--- config.mk ---
export PLATFORM = sky130hd
export DESIGN_NAME = fma16_norm_flat
export DESIGN_NICKNAME = d
export VERILOG_FILES = /design/src/rtl/fma16_norm_if.sv /design/src/rtl/fma16_norm.sv /design/src/flat_wrapper.sv
export SDC_FILE = /design/constraint.sdc
export NUM_CORES = 1
export LEC_CHECK = 0
export BUFFER_PORTS_ARGS = -buffer_cell sky130_fd_sc_hd__buf_2
export CAP_MARGIN = 20
export CELL_PAD_IN_SITES_DETAIL_PLACEMENT = 0
export CELL_PAD_IN_SITES_GLOBAL_PLACEMENT = 1
export CORE_MARGIN = 1
export CORE_UTILIZATION = 35
export CTS_CLUSTER_DIAMETER = 30
export DETAILED_ROUTE_END_ITERATION = 10
export PLACE_DENSITY_LB_ADDON = 0.1
export SLEW_MARGIN = 10
export SYNTH_ARGS = -nofsm -noshare
export SYNTH_HDL_FRONTEND = slang
export SYNTH_SLANG_ARGS = --single-unit
--- constraint.sdc ---
create_clock -name clk -period 75.9 [get_ports clk]
set_input_delay 7.59 -clock clk [delete_from_list [all_inputs] [get_ports clk]]
set_output_delay 7.59 -clock clk [all_outputs]
set_load 0.05 [all_outputs]
--- src/rtl/fma16_norm_if.sv ---
// Handshake and data bundle between the fma16 add stage, the normalization stage and the rounding stage.
// slave is the normalization stage side; master is the upstream/downstream environment side.
`timescale 1ns/1ps
interface fma16_norm_if;
    logic        in_valid;
    logic        in_ready;
    logic        As;
    logic [6:0]  Ae;
    logic [36:0] Am;
    logic        AStickyIn;
    logic [1:0]  RndModeIn;
    logic        out_valid;
    logic        out_ready;
    logic        Ss;
    logic [6:0]  Se;
    logic [35:0] Sm;
    logic        ASticky;
    logic [1:0]  RndMode;

    modport slave (
        input  in_valid, As, Ae, Am, AStickyIn, RndModeIn, out_ready,
        output in_ready, out_valid, Ss, Se, Sm, ASticky, RndMode
    );

    modport master (
        output in_valid, As, Ae, Am, AStickyIn, RndModeIn, out_ready,
        input  in_ready, out_valid, Ss, Se, Sm, ASticky, RndMode
    );
endinterface

--- src/rtl/fma16_norm.sv ---
// fma16 normalization stage: leading-one detect and shift of the signed-magnitude sum, valid/ready pipelined.
// Define FMA16_NORM_PIPE2_EN for the two-stage (LZC | shift) pipeline; otherwise one registered stage.
`timescale 1ns/1ps
module fma16_norm (
    input  logic          clk,
    input  logic          reset,
    fma16_norm_if.slave   bus
);

    function automatic logic [5:0] lzc36(input logic [35:0] v);
        logic [5:0] n;
        logic       found;
        n     = 6'd0;
        found = 1'b0;
        for (int i = 35; i >= 0; i--) begin
            if (found) begin
                found = 1'b1;
            end else if (v[i]) begin
                found = 1'b1;
            end else begin
                n = n + 6'd1;
            end
        end
        return n;
    endfunction

    function automatic logic [35:0] norm_mant(input logic [36:0] m, input logic [5:0] lz,
                                              input logic carry, input logic zero);
        if (carry) begin
            return m[36:1];
        end else if (zero) begin
            return 36'd0;
        end else begin
            return m[35:0] << lz;
        end
    endfunction

    // Exponent wraps modulo 128; range checking is left to the rounding stage.
    function automatic logic [6:0] norm_exp(input logic [6:0] e, input logic [5:0] lz,
                                            input logic carry, input logic zero);
        if (carry) begin
            return e + 7'd1;
        end else if (zero) begin
            return 7'd0;
        end else begin
            return e - {1'b0, lz};
        end
    endfunction

    logic        out_valid_r;
    logic        ss_r;
    logic [6:0]  se_r;
    logic [35:0] sm_r;
    logic        sticky_r;
    logic [1:0]  rnd_r;
    logic        in_ready_s;

`ifdef FMA16_NORM_PIPE2_EN
    logic        s1_valid_r;
    logic        s1_s_r;
    logic [6:0]  s1_e_r;
    logic [36:0] s1_m_r;
    logic        s1_st_r;
    logic [1:0]  s1_rm_r;
    logic [5:0]  s1_lz_r;
    logic        s1_carry_r;
    logic        s1_zero_r;
    logic        s1_advance_s;
    logic        s2_load_s;

    // Stage advance: stage 2 frees when empty or drained; stage 1 moves when stage 2 frees.
    always_comb begin
        s2_load_s    = !out_valid_r | bus.out_ready;
        s1_advance_s = s1_valid_r & s2_load_s;
        in_ready_s   = !s1_valid_r | s1_advance_s;
    end

    // Stage 1: capture operands with leading-zero count and carry/zero classification.
    always_ff @(posedge clk) begin
        if (reset) begin
            s1_valid_r <= 1'b0;
            s1_s_r     <= 1'b0;
            s1_e_r     <= 7'd0;
            s1_m_r     <= 37'd0;
            s1_st_r    <= 1'b0;
            s1_rm_r    <= 2'd0;
            s1_lz_r    <= 6'd0;
            s1_carry_r <= 1'b0;
            s1_zero_r  <= 1'b0;
        end else if (in_ready_s) begin
            s1_valid_r <= bus.in_valid;
            if (bus.in_valid) begin
                s1_s_r     <= bus.As;
                s1_e_r     <= bus.Ae;
                s1_m_r     <= bus.Am;
                s1_st_r    <= bus.AStickyIn;
                s1_rm_r    <= bus.RndModeIn;
                s1_lz_r    <= lzc36(bus.Am[35:0]);
                s1_carry_r <= bus.Am[36];
                s1_zero_r  <= (bus.Am == 37'd0);
            end
        end
    end

    // Stage 2 / output register: apply the shift and exponent adjust.
    always_ff @(posedge clk) begin
        if (reset) begin
            out_valid_r <= 1'b0;
            ss_r        <= 1'b0;
            se_r        <= 7'd0;
            sm_r        <= 36'd0;
            sticky_r    <= 1'b0;
            rnd_r       <= 2'd0;
        end else if (s2_load_s) begin
            out_valid_r <= s1_valid_r;
            if (s1_valid_r) begin
                ss_r     <= s1_s_r;
                se_r     <= norm_exp(s1_e_r, s1_lz_r, s1_carry_r, s1_zero_r);
                sm_r     <= norm_mant(s1_m_r, s1_lz_r, s1_carry_r, s1_zero_r);
                sticky_r <= s1_st_r | (s1_carry_r & s1_m_r[0]);
                rnd_r    <= s1_rm_r;
            end
        end
    end
`else
    logic [5:0]  lz_s;
    logic        carry_s;
    logic        zero_s;

    // Single stage: classify the incoming sum and decide whether the output register may load.
    always_comb begin
        lz_s       = lzc36(bus.Am[35:0]);
        carry_s    = bus.Am[36];
        zero_s     = (bus.Am == 37'd0);
        in_ready_s = !out_valid_r | bus.out_ready;
    end

    // Output register: full normalization in one cycle.
    always_ff @(posedge clk) begin
        if (reset) begin
            out_valid_r <= 1'b0;
            ss_r        <= 1'b0;
            se_r        <= 7'd0;
            sm_r        <= 36'd0;
            sticky_r    <= 1'b0;
            rnd_r       <= 2'd0;
        end else if (in_ready_s) begin
            out_valid_r <= bus.in_valid;
            if (bus.in_valid) begin
                ss_r     <= bus.As;
                se_r     <= norm_exp(bus.Ae, lz_s, carry_s, zero_s);
                sm_r     <= norm_mant(bus.Am, lz_s, carry_s, zero_s);
                sticky_r <= bus.AStickyIn | (carry_s & bus.Am[0]);
                rnd_r    <= bus.RndModeIn;
            end
        end
    end
`endif

    assign bus.in_ready  = in_ready_s;
    assign bus.out_valid = out_valid_r;
    assign bus.Ss        = ss_r;
    assign bus.Se        = se_r;
    assign bus.Sm        = sm_r;
    assign bus.ASticky   = sticky_r;
    assign bus.RndMode   = rnd_r;

endmodule

--- src/flat_wrapper.sv ---
// flat-port wrapper written by rule: the top's interface ports become plain ports
module fma16_norm_flat 
  (clk, reset, bus_in_valid, bus_As, bus_Ae, bus_Am, bus_AStickyIn, bus_RndModeIn, bus_out_ready, bus_in_ready, bus_out_valid, bus_Ss, bus_Se, bus_Sm, bus_ASticky, bus_RndMode);
  fma16_norm_if bus_i ();
  input  logic clk;
  input  logic reset;
  input wire logic [$bits(bus_i.in_valid)-1:0] bus_in_valid;
  input wire logic [$bits(bus_i.As)-1:0] bus_As;
  input wire logic [$bits(bus_i.Ae)-1:0] bus_Ae;
  input wire logic [$bits(bus_i.Am)-1:0] bus_Am;
  input wire logic [$bits(bus_i.AStickyIn)-1:0] bus_AStickyIn;
  input wire logic [$bits(bus_i.RndModeIn)-1:0] bus_RndModeIn;
  input wire logic [$bits(bus_i.out_ready)-1:0] bus_out_ready;
  output wire logic [$bits(bus_i.in_ready)-1:0] bus_in_ready;
  output wire logic [$bits(bus_i.out_valid)-1:0] bus_out_valid;
  output wire logic [$bits(bus_i.Ss)-1:0] bus_Ss;
  output wire logic [$bits(bus_i.Se)-1:0] bus_Se;
  output wire logic [$bits(bus_i.Sm)-1:0] bus_Sm;
  output wire logic [$bits(bus_i.ASticky)-1:0] bus_ASticky;
  output wire logic [$bits(bus_i.RndMode)-1:0] bus_RndMode;
  assign bus_i.in_valid = bus_in_valid;
  assign bus_i.As = bus_As;
  assign bus_i.Ae = bus_Ae;
  assign bus_i.Am = bus_Am;
  assign bus_i.AStickyIn = bus_AStickyIn;
  assign bus_i.RndModeIn = bus_RndModeIn;
  assign bus_i.out_ready = bus_out_ready;
  assign bus_in_ready = bus_i.in_ready;
  assign bus_out_valid = bus_i.out_valid;
  assign bus_Ss = bus_i.Ss;
  assign bus_Se = bus_i.Se;
  assign bus_Sm = bus_i.Sm;
  assign bus_ASticky = bus_i.ASticky;
  assign bus_RndMode = bus_i.RndMode;
  fma16_norm u_core (.clk(clk), .reset(reset), .bus(bus_i));
endmodule
==> flow_summary.toml <==
[synthesis]
syn_area_um2 = 8850
yosysTopAreaCellShare_pct = 11.1
synth.area.mux_share_pct = 13.5
synth_top_cell_by_area = "mux2i_1"
syn-mean-instance-area_um2 = 7.07
yosysUniqueCellTypes = 90
synth_fa_ha_area_share_pct = 5.88
synth_top_family_by_area = "simple AND/OR/NAND/NOR gates"
ys_ff_latch = 48
synth-compound-area-share_pct = 22.1
synthSimpleGateAreaFrac_pct = 28.6
ys_seq_area_share_pct = 10.9
yosys_most_used_dff = "dfxtp_1"
synth_edf_count = 0
synth_cells = 1252
yosys_warnings = 0
synth_nets = 1345
synthTopCellsByArea = "mux2i_1 11%, dfxtp_1 11%, nor2_1 6.7%, xnor2_1 5.7%, nand2_1 5.7%"
synth-xor-area-share_pct = 13.2
synth-async-reset-ratio_pct = 0

[timing]
whs_ns = 0.454
skew_ns = 0.00296
fmax_mhz = 32.3
tightest_slew_ns = 0.984
timing.final.crit_share_pct = 40.8
slew_violations = 0
max_slew_margin_pct = 34.4
finalSetupViolCount = 0
worst_slack_ns = 44.92
final_hold_viol_count = 0
fin_crit_ns = 30.98
final.setup.tns_ns = 0
rsz0062_at_grt = "false"

[power_and_ir_drop]
seqPwrFrac_pct = 27.2
p_switching_mw = 0.0429
leakagePower_nw = 4.05
combPwrFrac_pct = 45.2
p_clk_share_pct = 27.7
intPower_mw = 0.0616
netSwitchingFraction_pct = 41.0
pwr_density_cell_nw_per_um2 = 10.8
peakVddDrop_uv = 10.9

[worst_hold_path]
hold_path_class = "reg -> reg"

[placed_design]
pre_cts_ws_ns = 44.75
portBuffers = 100
dp_cells = 1599
gp_congestion = 0.862
placedInstanceArea_um2 = 9480
hpwl_um = 23700

[setup_path]
cp_slowest_stage_delay_ns = 0.50
arrival_ns = 31.12
critPathTopFamily = "adder cells"
startpoint_type = "primary input"
endpoint_kind = "register"
cp_common_cell = "ha_1"
crit_fanout = 31
crit_type = "in -> reg"
critical_path_required_ns = 76.04
cp_slowest_cell = "ha_1"
critical_path_buf_inv_count = 3

[floorplan]
fp.dieH_um = 161
die_x_um = 161
io_pins = 101
coreArea_um2 = 24500
start_util_pct = 36.1
dieArea_um2 = 25900
rows = 57

[cells_and_area]
drive_gt1_share_pct = 14.3
antenna_cells = 0
design_area_um2 = 9670
instances_no_fill = 1607
layout_common_cells = "157 x nor2_1, 135 x nand2_1, 100 x buf_2"
areaGrowthSynthToFinish_pct = 9.32
layout_commonest_cell = "nor2_1"
fillerInstances = 2736
nNetsFinal = 1375

[detailed_routing]
drtIter0Drc = 664
drc = 0
vias_per_cell = 5.72
wl_per_cell_um = 18.9
drt-total-wl_um = 30400
dr.pass1.iters = 7
final_antenna_net_count = 0
vias = 9191

[grt]
grt_max_degree = 52
busiest_layer = "met2"
met3_usage_pct = 1.77
use_met1_pct = 33.9
grt_pass1_wl_um = 48500
grtUsageTotal_pct = 23.1
use_met2_pct = 37.8
antenna_found_initial = 0
overflow = 0
grt_pass1_vias = 8509

[clocking]
cts_buffers = 5
path_clk_slew_ns = 0.07
clock_latency_ns = 0.29
root_buffer = "clkbuf_16"
clock_path_buffers = 2
htreeDepth = 2
ctsHoldBuffers = 0
clock-sinks = 48
cts-resized-gates = 0
cts_post_setup_buffers_inserted = 0
cts_tree = "built"

[status]
status = "finished clean"

[run]
drv_cap = 0
==> state kept, by name, summed over array words and instances (netlist names) <==
name	flops
u_core.bus.Ss	1
u_core.bus.ASticky	1
u_core.bus.Se	7
u_core.bus.RndMode	2
u_core.bus.out_valid	1
u_core.bus.Sm	36
==> synth_stat cells (all sizes together), types with 6 or more instances <==
cell / number
a211oi: 26
a21o: 12
a21oi: 88
a221oi: 31
a31oi: 16
and2: 14
and3: 15
buf: 22
clkbuf: 63
dfxtp: 48
ha: 40
inv: 36
mux2: 12
mux2i: 99
nand2: 137
nand2b: 18
nand3: 30
nand3b: 7
nand4: 7
nor2: 158
nor2b: 20
nor3: 60
nor4: 15
o211ai: 6
o21a: 8
o21ai: 67
o31ai: 7
or2: 8
or3: 17
xnor2: 64
xnor3: 6
xor2: 35
==> per-stage QoR <==
step	utilization (%)	total power, mW
CTS	39.4	0.105
global route	39.4	0.111
finish	39.4	0.104
floorplan	-	0.0635
global placement	38.6	0.0760
detailed placement	38.6	0.0760
==> cells by family (layout without fill, tap and decap cells) <==
logic type               Yosys count  in the layout
buffers and inverters            122            153
AND/OR/NAND/NOR                  523            523
flip-flops                        48             48
multiplexers                     114            114
XOR/XNOR                         106            106
AO/OA/AOI/OAI                    298            298
adder cells (fa/ha/maj)           41             41
==> worst min-delay path, stage by stage (launching register included) <==
cell and delay [ns]:
dfxtp_1 0.31, nand2_1 0.05, a21oi_1 0.05
==> cell type report <==
cell class	count	area (um^2)	area share, %
inverters	37	139	1.44
repair buffers	108	561	5.80
multi-input cells	1082	7410	76.6
flip-flops and latches	48	961	9.94
clock buffers	5	125	1.29
well taps	324	405	4.19
clock inverters	3	68.8	0.712
==> routing by layer <==
layer,up-vias,wire length [um]
met2,217,13700
met4,0,194
met3,12,1210
met1,4389,15200
li1,4573,-
met5,-,0
==> path summary, 6_finish.rpt <==
check | start | endpoint | slack [ns] | cells past startpoint
max | bus_Am[35] | u_core.bus.Se[6] | 44.92 | 126
min | u_core.bus.RndMode[0] | u_core.bus.RndMode[0] | 0.45 | 2
max reg2reg | u_core.bus.out_valid | u_core.bus.Sm[33] | 74.02 | 5
min reg2reg | u_core.bus.RndMode[0] | u_core.bus.RndMode[0] | 0.45 | 2
==> power by group through the flow <==
stage / Combinational (mW) / Sequential, mW / Clock [mW]
after floorplan: 0.0273 / 0.0363 / 0
after global placement: 0.0470 / 0.0289 / 0
after detailed placement: 0.0470 / 0.0290 / 0
after CTS: 0.0472 / 0.0284 / 0.0296
after global routing: 0.0516 / 0.0286 / 0.0304
final: 0.0472 / 0.0284 / 0.0289
Note: power is estimated with default switching activity, not from simulation.
